File: src/rtl/instr_decode_queue.sv
// Instruction decode queue: a small FIFO between fetch and decode.
// The head entry is split combinationally into decode fields, and a NOP is
// presented when the queue is empty. A taken-branch flush empties the queue
// and adds the number of discarded entries to a saturating statistic.
module instr_decode_queue #(
  parameter int unsigned DEPTH = 2,
  parameter int unsigned PCW   = 64
) (
  input  logic             clk,
  input  logic             rst,
  // fetch side
  input  logic             in_valid,
  input  logic [31:0]      in_instr,
  input  logic [PCW-1:0]   in_pc,
  output logic             in_ready,
  // control
  input  logic             flush,
  // decode side
  input  logic             out_ready,
  output logic             out_valid,
  output logic [31:0]      out_instr,
  output logic [PCW-1:0]   out_pc,
  output logic [5:0]       opcode,
  output logic [4:0]       rt,
  output logic [4:0]       ra,
  output logic [4:0]       rb,
  output logic [9:0]       xo,
  output logic             rc,
  output logic [63:0]      si_ext,
  output logic [63:0]      br_off,
  output logic [$clog2(DEPTH):0] count,
  output logic [7:0]       flush_cnt
);

  localparam int unsigned AW = (DEPTH > 1) ? $clog2(DEPTH) : 1;
  localparam int unsigned CW = $clog2(DEPTH) + 1;
  localparam logic [31:0] NopWord = 32'h6000_0000;
  localparam logic [5:0]  OpBranch = 6'd18;

  // Pointers wrap naturally only when DEPTH is a power of two.
  if ((DEPTH < 2) || (DEPTH > 8) || ((DEPTH & (DEPTH - 1)) != 0)) begin : g_depth_check
    $error("instr_decode_queue: DEPTH must be a power of two between 2 and 8");
  end

  // Storage is never reset; it is only visible while count is non-zero.
  logic [31:0]    mem_instr [DEPTH];
  logic [PCW-1:0] mem_pc    [DEPTH];

  logic [AW-1:0] head_q, head_d;
  logic [AW-1:0] tail_q, tail_d;
  logic [CW-1:0] count_q, count_d;
  logic [7:0]    flush_cnt_q, flush_cnt_d;

  logic          push;
  logic          pop;
  logic [8:0]    flush_sum;

  // Handshakes depend on registered occupancy only: no out_ready -> in_ready path.
  always_comb begin
    in_ready  = (count_q < CW'(DEPTH));
    out_valid = (count_q != '0);
    push      = in_valid && in_ready && !flush;
    pop       = out_valid && out_ready && !flush;
  end

  // Next-state for pointers, occupancy and the saturating flush statistic.
  always_comb begin
    head_d      = head_q;
    tail_d      = tail_q;
    count_d     = count_q;
    flush_cnt_d = flush_cnt_q;
    flush_sum   = {1'b0, flush_cnt_q} + 9'(count_q);
    if (flush) begin
      head_d      = '0;
      tail_d      = '0;
      count_d     = '0;
      flush_cnt_d = (flush_sum > 9'd255) ? 8'hFF : flush_sum[7:0];
    end else begin
      if (push) begin
        tail_d = tail_q + AW'(1);
      end
      if (pop) begin
        head_d = head_q + AW'(1);
      end
      if (push && !pop) begin
        count_d = count_q + CW'(1);
      end else if (pop && !push) begin
        count_d = count_q - CW'(1);
      end
    end
  end

  // Control state, cleared asynchronously.
  always_ff @(posedge clk or negedge rst) begin
    if (!rst) begin
      head_q      <= '0;
      tail_q      <= '0;
      count_q     <= '0;
      flush_cnt_q <= '0;
    end else begin
      head_q      <= head_d;
      tail_q      <= tail_d;
      count_q     <= count_d;
      flush_cnt_q <= flush_cnt_d;
    end
  end

  // Entry storage written at the tail on an accepted push.
  always_ff @(posedge clk) begin
    if (push) begin
      mem_instr[tail_q] <= in_instr;
      mem_pc[tail_q]    <= in_pc;
    end
  end

  // Head entry, replaced by a NOP at PC 0 when empty.
  always_comb begin
    out_instr = NopWord;
    out_pc    = '0;
    if (count_q != '0) begin
      out_instr = mem_instr[head_q];
      out_pc    = mem_pc[head_q];
    end
  end

  // Decode fields taken straight from the visible head word.
  always_comb begin
    opcode = out_instr[31:26];
    rt     = out_instr[25:21];
    ra     = out_instr[20:16];
    rb     = out_instr[15:11];
    xo     = out_instr[10:1];
    rc     = out_instr[0];
    si_ext = {{48{out_instr[15]}}, out_instr[15:0]};
    // I-form branches carry a 24-bit word offset; everything else uses the 14-bit BD field.
    if (out_instr[31:26] == OpBranch) begin
      br_off = {{38{out_instr[25]}}, out_instr[25:2], 2'b00};
    end else begin
      br_off = {{48{out_instr[15]}}, out_instr[15:2], 2'b00};
    end
  end

  // Registered statistics exported as-is.
  always_comb begin
    count     = count_q;
    flush_cnt = flush_cnt_q;
  end

endmodule

File: config.mk
export PLATFORM = sky130hd
export DESIGN_NAME = instr_decode_queue
export DESIGN_NICKNAME = d
export VERILOG_FILES = /design/src/rtl/instr_decode_queue.sv
export SDC_FILE = /design/constraint.sdc
export NUM_CORES = 1
export LEC_CHECK = 0
export CORE_MARGIN = 5
export CORE_UTILIZATION = 35
export DETAILED_ROUTE_END_ITERATION = 8
export GPL_TIMING_DRIVEN = 0
export PLACE_DENSITY = 0.73
export SYNTH_ARGS = -nofsm -noshare
export SYNTH_HDL_FRONTEND = slang
export SYNTH_SLANG_ARGS = --single-unit
File: constraint.sdc
create_clock -name clk -period 11.87 [get_ports clk]
set_clock_uncertainty 0.2 [all_clocks]
set_input_delay 2.374 -clock clk [delete_from_list [all_inputs] [get_ports clk]]
set_output_delay 2.374 -clock clk [all_outputs]
set_load 0.03 [all_outputs]
# Yosys cells after proc, flatten, opt, wreduce, memory -nomap -nowiden

Memory sizes are Yosys's and may differ from the RTL's.
Cells that the tools add are included.

Add/sub/neg operators: 5
$lt $le $gt $ge: 2
Equal/unequal tests: 1
Multiplexer cells: 13
Reduce and logical (&&, ||, !) cells: 13

Operator list:

| operator              | number |
|---|---|
| $mux W64              | 2 |
| $mux W32              | 1 |
| $add A8 B2 Y9         | 1 |
| $gt A9 B8 Y1 const B  | 1 |
| $mux W8               | 1 |
| $eq A6 B5 Y1 const B  | 1 |
| $logic_and A1 B1 Y1   | 6 |
| $mux W1               | 6 |
| $mux W2               | 3 |
| $reduce_bool A2 Y1    | 3 |
| $logic_not A1 Y1      | 3 |
| $reduce_bool A3 Y1    | 1 |
| $add A1 B1 Y1 const B | 2 |
| $add A2 B1 Y2 const B | 1 |
| $lt A2 B2 Y1 const B  | 1 |
| $sub A2 B1 Y2 const B | 1 |

Register bits after elaboration: 12
Bits in writable memories: 192
Logic and storage cells: 40
Memories kept: 2

Memories:

| name      | depth | bits a word | read ports | clocked after memory_dff | wr ports | RTL line | source |
|---|---|---|---|---|---|---|---|
| mem_pc    | 2     | 64          | 1          | 0                        | 1        | 47       | `logic [PCW-1:0] mem_pc [DEPTH];` |
| mem_instr | 2     | 32          | 1          | 0                        | 1        | 46       | `logic [31:0] mem_instr [DEPTH];` |

# Depth between registers and ports, before layout

Gate-level depths: netlist of run 1.

Depth after elaboration: 8
Gate-level depth with buffers: 7
Depth with buffers taken out: 6

# Worst setup path after synthesis of run 1

Ideal clock, no wire load.

Path kind: input port to flip-flop
Start: input port flush
End: memory mem_instr[1][0], enable pin
Data arrival time: 9.597 ns
Path slack: 1.385 ns
Stages on the path: 2
Cells stage by stage: clkbuf_1 nor3b_1

Word-level cells in the longest chain between the ends: 4

Ends and longest elaborated chain:

| element                       | RTL line | source |
|---|---|---|
| start, declared               | 17       | `input logic flush,` |
| $logic_not A1 Y1              | 62       | `push = in_valid && in_ready && !flush;` |
| $logic_and A1 B1 Y1           | 62       |  |
| $mux W1                       | 110      | `if (push) begin` |
| $mux W1 (implied by the code) | 111      | `mem_instr[tail_q] <= in_instr;` |
| end, declared                 | 46       |  |

Every way passes these cells.

# Worst setup path after layout of run 1

Start: register count_q[1], in the netlist count[1]
End: output port br_off[47]

Word-level cells in the longest chain between the ends: 4

Ends and longest elaborated chain:

| element                | RTL line | source |
|---|---|---|
| start, declared        | 51       | `logic [CW-1:0] count_q, count_d;` |
| start signal, assigned | 103      | `count_q <= count_d;` |
| $reduce_bool A2 Y1 (*) | 120      | `if (count_q != '0) begin` |
| $mux W32 (*)           | 120      |  |
| $eq A6 B5 Y1           | 136      | `if (out_instr[31:26] == OpBranch) begin` |
| $mux W64 (*)           | 136      |  |
| end, declared          | 30       | `output logic [63:0] br_off,` |

Every way passes the cells marked *; elsewhere a longest branch is shown, timed or not.

==> flow_metrics.py, run 1 <==
metrics = {
    "floorplanning": {
        "core_um2": 25300,
        "pin_count": 369,
        "die_w_um": 171,
        "start_util": 0.358,
        "num_rows": 58,
        "dieArea_um2": 29200,
        "die_height_um": 171,
    },
    "min_path": {
        "hold_class": "register to register",
    },
    "synth": {
        "synth-adder-area-share": 0.00497,
        "synth-simple-area-share": 0.0550,
        "yosys_warnings": 0,
        "synth-compound-area-share": 0.0166,
        "synth_cell_type_count": 33,
        "yosysTopAreaCellShare": 0.637,
        "syn_area_per_cell_um2": 14.2,
        "netlist_area_um2": 9060,
        "synth-seq-cells": 204,
        "synth_area_leaders": "edfxtp_1, buf_4, mux2i_1",
        "synth_seq_area_share": 0.670,
        "synth_xor_area_frac": 0.00580,
        "synth_area_leader_cell": "edfxtp_1",
        "syn_inst": 637,
        "muxShareOfSynthArea": 0.110,
        "synth_top_family_by_area": "buffers and inverters",
    },
    "critical_path": {
        "critPathKind": "register to output pin",
        "end_kind": "output pin",
        "cp-start-kind": "register",
        "worstPathMaxFanout": 21,
        "arrival_ns": 4.17,
        "worstPathRequired_ns": 9.30,
    },
    "layout": {
        "n_antenna_cell": 0,
        "fin_cells": 1394,
        "seq_area_um2": 6070,
        "nFillCells": 2033,
        "nets": 1154,
        "multi_input_area_um2": 1780,
        "layout-drive-gt1-share": 0.201,
        "syn2layout_area_growth_pct": 56.1,
        "utilization": 0.558,
    },
    "power": {
        "leakagePower_nw": 5.16,
        "p_seq_frac": 0.423,
        "switching_share": 0.280,
        "p_clk_frac": 0.325,
        "p_switching_mw": 0.558,
        "combPwrFrac": 0.252,
        "max-vdd-ir-drop_mv": 0.118,
        "power_density_nw_per_um2": 141,
        "intPower_mw": 1.44,
    },
    "grt": {
        "grt_overflow": 0,
        "grt_pass1_wl_um": 34700,
        "grt_pass1_vias": 6243,
        "grt_max_degree": 34,
        "antenna_found_initial": 2,
        "track_usage": 0.152,
    },
    "job": {
        "drv_cap": 0,
    },
    "timing": {
        "max_freq_mhz": 148,
        "slew_headroom": 0.290,
        "post-route-min-period_ns": 6.74,
        "hold_violations": 0,
        "drv_slew": 0,
        "layout_worst_path_cycle_share": 0.568,
        "setup-tns-final_ns": 0,
        "fin_ws_ns": 5.13,
        "rsz0062_at_grt": "false",
        "worst_pin_slew_ns": 1.06,
        "finalSetupViolCount": 0,
    },
    "clocking": {
        "hold_buffers": 0,
        "postCtsSetupRepairBufs": 0,
        "cts_tree": "done",
        "clock-sinks": 204,
        "cts_buffers": 22,
        "h-tree-depth": 1,
        "clk_pin_slew_ns": 0.06,
        "cts_root_buf": "clkbuf_16",
        "clock_path_buffers": 3,
        "cts_resized": 0,
        "clk_latency_ns": 0.49,
    },
    "route": {
        "firstDrtPassIters": 4,
        "vias": 6075,
        "ant_nets": 0,
        "drt_iter0_drc": 212,
        "via_per_inst": 4.36,
        "routed_wl_um": 23600,
        "wire_per_inst_um": 16.9,
        "drc": 0,
    },
    "run_status": {
        "status": "finished, final reports clean",
    },
    "placed_design": {
        "detailed_place_hpwl_um": 18500,
        "gp_congestion": 0.756,
        "port-buffer-count": 366,
        "placed_cells": 1356,
        "dp_slack_ns": 5.57,
    },
}
[critical path, stage by stage, from the launching register on]
cell and delay, ns:
dfrtp_1 0.47, nor2_1 0.74, a21oi_1 0.14, o31ai_2 0.92, o31ai_4 0.39, buf_8 0.27, buf_4 0.13, clkdlybuf4s50_1 0.59
[cell type report]
class / count / area share
inverter: 4 / 0.00106
sequential: 204 / 0.429
clock inverter: 14 / 0.00930
tap: 330 / 0.0292
clock buffer: 24 / 0.0395
timing repair buffer: 388 / 0.279
multi-input combinational: 256 / 0.126
buffer: 174 / 0.0872
[path summary, 6_finish.rpt]
| check | start | to | slack, ns | cells after the start |
|---|---|---|---|---|
| max in group asynchronous | rst | flush_cnt[5]$_DFFE_PN0P_ | 9.05 | 1 |
| hold / removal | flush_cnt[0]$_DFFE_PN0P_ | flush_cnt[0]$_DFFE_PN0P_ | 0.38 | 2 |
| min in group asynchronous | rst | flush_cnt[0]$_DFFE_PN0P_ | 2.04 | 1 |
| setup reg to reg | count[1]$_DFFE_PN0P_ | mem_pc[1][33]$_DFFE_PP_ | 9.44 | 6 |
| hold reg to reg | flush_cnt[0]$_DFFE_PN0P_ | flush_cnt[0]$_DFFE_PN0P_ | 0.38 | 2 |
| setup / recovery | count[1]$_DFFE_PN0P_ | br_off[47] | 5.13 | 7 |
[power groups by stage]
stage | Sequential [mW] | Clock [mW] | Combinational (mW)
finish | 0.845 | 0.648 | 0.503
global route | 0.848 | 0.700 | 0.533
CTS | 0.845 | 0.671 | 0.510
detailed placement | 0.860 | 0 | 0.509
global placement | 0.869 | 0 | 0.495
floorplan | 0.880 | 0 | 0.271
[Yosys cell counts]
cell type	instances
edfxtp_1	192
buf_4	150
nor2_1	100
mux2i_1	97
buf_1	13
dfrtp_1	12
nand2_1	10
o31ai_1	10
clkbuf_1	8
a21oi_1	5
inv_1	4
nand3_1	4
xor2_1	4
o21ai_0	3
buf_6	2
ha_1	2
mux2_2	2
nor3_1	2
nor3b_1	2
xnor2_1	2
a211oi_1	1
a31oi_1	1
a41oi_1	1
buf_2	1
conb_1	1
fa_1	1
nand2b_1	1
nand4_1	1
nor2b_1	1
o31ai_2	1
or2_2	1
or3_1	1
or3b_1	1
[layout by cell type, fill, tap and decap left out, drive strengths merged]
master         instances
conb                   2
a211oi                 1
a21oi                  5
buf                  188
nor3                   2
nand2                 10
edfxtp               192
or3b                   1
clkinvlp               1
or2                    1
nor2b                  1
a41oi                  1
nand2b                 1
clkdlybuf4s50        366
xor2                   4
ha                     2
o21ai                  3
nand4                  1
mux2i                 97
o31ai                 11
or3                    1
dfrtp                 12
a31oi                  1
clkbuf                32
nor3b                  2
fa                     1
nor2                 100
xnor2                  2
nand3                  4
bufinv                 2
mux2                   2
clkinv                11
inv                    4
[stage by stage]
stage	instance area [µm²]	hold slack [ns]	power, mW
after floorplan	9060	0.319	1.15
after global placement	13100	0.315	1.36
after detailed placement	13400	0.366	1.37
after CTS	14100	0.386	2.03
after global routing	14100	0.432	2.08
final	14100	0.375	2.00
[per-layer routing]
layer	up-vias	GRT usage	part of all wire
li1	2945	-	-
met1	2854	0.165	0.35
met2	249	0.288	0.53
met3	23	0.0481	0.10
met4	4	0.0341	0.014
met5	-	0	0.00064
[cells by family (layout without fill, tap and decap cells)]
kind of cell    count (synthesis)  count (layout)
flops                         204             204
buf+inv                       178             604
simple gates                  124             124
mux                            99              99
compound gates                 22              22
xor+xnor                        6               6
fa+ha+maj                       3               3
other cells                     1               2
[state kept, by name, indices dropped and copies added (netlist names)]
name and cells:
tail_q 1, mem_instr 64, flush_cnt 8, count 2, head_q 1, mem_pc 128
Power figures use the tool's default switching activity.
==> run 2, diff against run 1 <==
PLACE_DENSITY = 0.76   (was 0.73)
clock period = 6.2 ns   (was 11.87 ns; I/O delays follow)
==> flow_metrics.py, run 2 (synthesis results as in run 1) <==
metrics = {
    "route": {
        "ant_nets": 0,
        "top_layer_used": "met5",
        "firstDrtPassIters": 5,
        "met2WireLength_um": 12300,
        "wl_met1_um": 8440,
        "route.met3.wl_um": 2430,
        "drt_iter0_drc": 247,
        "drc": 0,
        "vias": 6022,
        "wire_per_inst_um": 17.1,
        "routed_wl_um": 23700,
        "via_per_inst": 4.34,
    },
    "timing": {
        "drv_slew": 0,
        "layout_worst_path_cycle_share": 0.926,
        "finalSetupViolCount": 0,
        "hold_violations": 0,
        "max_freq_mhz": 174,
        "rsz0062_at_grt": "false",
        "post-route-min-period_ns": 5.74,
        "slew_headroom": 0.303,
        "fin_ws_ns": 0.456,
        "worst_pin_slew_ns": 1.04,
    },
    "power": {
        "max-vdd-ir-drop_mv": 0.189,
        "design_power_total_mw": 3.94,
        "intPower_mw": 2.86,
        "leakagePower_nw": 5.17,
        "switching_share": 0.273,
        "p_clk_frac": 0.345,
        "p_seq_frac": 0.411,
        "combPwrFrac": 0.244,
        "power_density_nw_per_um2": 277,
        "p_switching_mw": 1.08,
    },
    "critical_path": {
        "r2r_slack_ns": 3.65,
        "end_kind": "output pin",
        "arrival_ns": 4.30,
        "ff2ff_path_depth": 6,
        "crit_chain": "nor2_1, a21oi_1, or3_1, buf_6, o31ai_4, buf_8, buf_4, clkdlybuf4s50_1",
        "r2r-end": "mem_pc[1][48]$_DFFE_PP_",
        "slowest_stage": "nor2_1",
        "cp-start-kind": "register",
        "worstPathMaxFanout": 22,
        "critPathKind": "register to output pin",
        "max_stage_delay_ns": 0.84,
        "worstPathRequired_ns": 4.76,
        "r2r-start": "count[1]$_DFFE_PN0P_",
    },
    "clocking": {
        "hold_buffers": 0,
        "clock-sinks": 204,
        "cts_resized": 0,
        "cts_tree": "done",
        "clk_pin_slew_ns": 0.06,
        "h-tree-depth": 1,
        "cts_root_buf": "clkbuf_16",
        "cts_buffers": 22,
        "clock_path_buffers": 3,
        "postCtsSetupRepairBufs": 0,
        "clk_latency_ns": 0.49,
    },
    "placed_design": {
        "post_dp_cell_area_um2": 13400,
        "placed_cells": 1349,
        "detailed_place_hpwl_um": 18300,
        "dp_slack_ns": 0.923,
        "gp_congestion": 0.782,
        "port-buffer-count": 366,
    },
    "floorplanning": {
        "dieArea_um2": 29200,
        "core_um2": 25300,
        "start_util": 0.358,
        "num_rows": 58,
        "die_w_um": 171,
        "die_height_um": 171,
        "pin_count": 369,
    },
    "grt": {
        "grt_pass1_vias": 6251,
        "antenna_found_initial": 1,
        "track_usage": 0.152,
        "grt_overflow": 0,
        "grt_pass1_wl_um": 34700,
        "grt_max_degree": 52,
    },
    "min_path": {
        "worstHoldPathCells": 2,
        "hold_end": "flush_cnt[0]$_DFFE_PN0P_",
        "hold_class": "register to register",
        "hp-start": "flush_cnt[0]$_DFFE_PN0P_",
    },
    "run_status": {
        "status": "finished, final reports clean",
    },
    "layout": {
        "final_area_um2": 14200,
        "final_common_cell": "clkdlybuf4s50_1",
        "layout-drive-gt1-share": 0.197,
        "syn2layout_area_growth_pct": 56.9,
        "largest_register_ffs": 128,
        "nets": 1147,
        "top_register": "mem_pc",
        "fin_cells": 1389,
        "final_cell_mix": "clkdlybuf4s50_1, edfxtp_1, buf_4",
        "n_antenna_cell": 0,
        "utilization": 0.561,
    },
    "job": {
        "drv_cap": 0,
    },
}
run 2: changes by cell type in the layout (fill, tap and decap cells not counted), moves of 2 or more:
cell	change
buf_16	+2
buf_6	-18
buf_8	+8
bufinv_16	+2
run 2: routing by layer:
metal,GRT usage,vias up
li1,-,2929
met1,0.165,2787
met2,0.287,265
met3,0.0467,39
met4,0.0413,2
met5,0,-
run 2: cell type report:
class | instances | area [µm²]
fill | 2068 | 11100
sequential | 204 | 6070
timing repair buffer | 381 | 3930
multi-input combinational | 256 | 1790
buffer | 174 | 1230
clock buffer | 26 | 587
tap | 330 | 413
clock inverter | 14 | 174
inverter | 4 | 15.0
run 2: worst max path at each step:
stage                               to  slack, ns            startpoint
5_1_grt                     br_off[41]       0.23  count[1]$_DFFE_PN0P_
3_3_place_gp   mem_pc[1][49]$_DFFE_PP_      -2.48              in_valid
4_1_cts                     br_off[41]       0.37  count[1]$_DFFE_PN0P_
6_report                    br_off[41]       0.46  count[1]$_DFFE_PN0P_
2_1_floorplan               br_off[26]       0.25  count[1]$_DFFE_PN0P_
3_5_place_dp                br_off[41]       0.92  count[1]$_DFFE_PN0P_
run 2: power by group through the flow:
stage                     clock network, mW  registers (mW)  logic (mW)
after floorplan                           0            1.68       0.518
after global placement                    0            1.65       0.942
after detailed placement                  0            1.65       0.973
after CTS                              1.40            1.62       0.976
after global routing                   1.45            1.63        1.02
final                                  1.36            1.62       0.962
run 2: critical path: cells and delay by family, from the launching register on:
family,cells,cell delay [ns]
buffers and inverters,4,1.22
flip-flops,1,0.49
AO/OA/AOI/OAI,2,0.82
AND/OR/NAND/NOR,2,1.27
run 2: through the flow:
| step | setup TNS (ns) | hold slack [ns] |
|---|---|---|
| after global placement | -512.00 | 0.347 |
| after CTS | 0 | 0.363 |
| after floorplan | 0 | 0.336 |
| final | 0 | 0.361 |
| after global routing | 0 | 0.385 |
| after detailed placement | 0 | 0.348 |
==> run 3, diff against run 2 <==
GPL_ROUTABILITY_DRIVEN = 0   (was default)
SETUP_SLACK_MARGIN = 0.02   (was default)
==> results of run 3 <==
The final DEF is identical to that of run 2; final timing and power are the same.
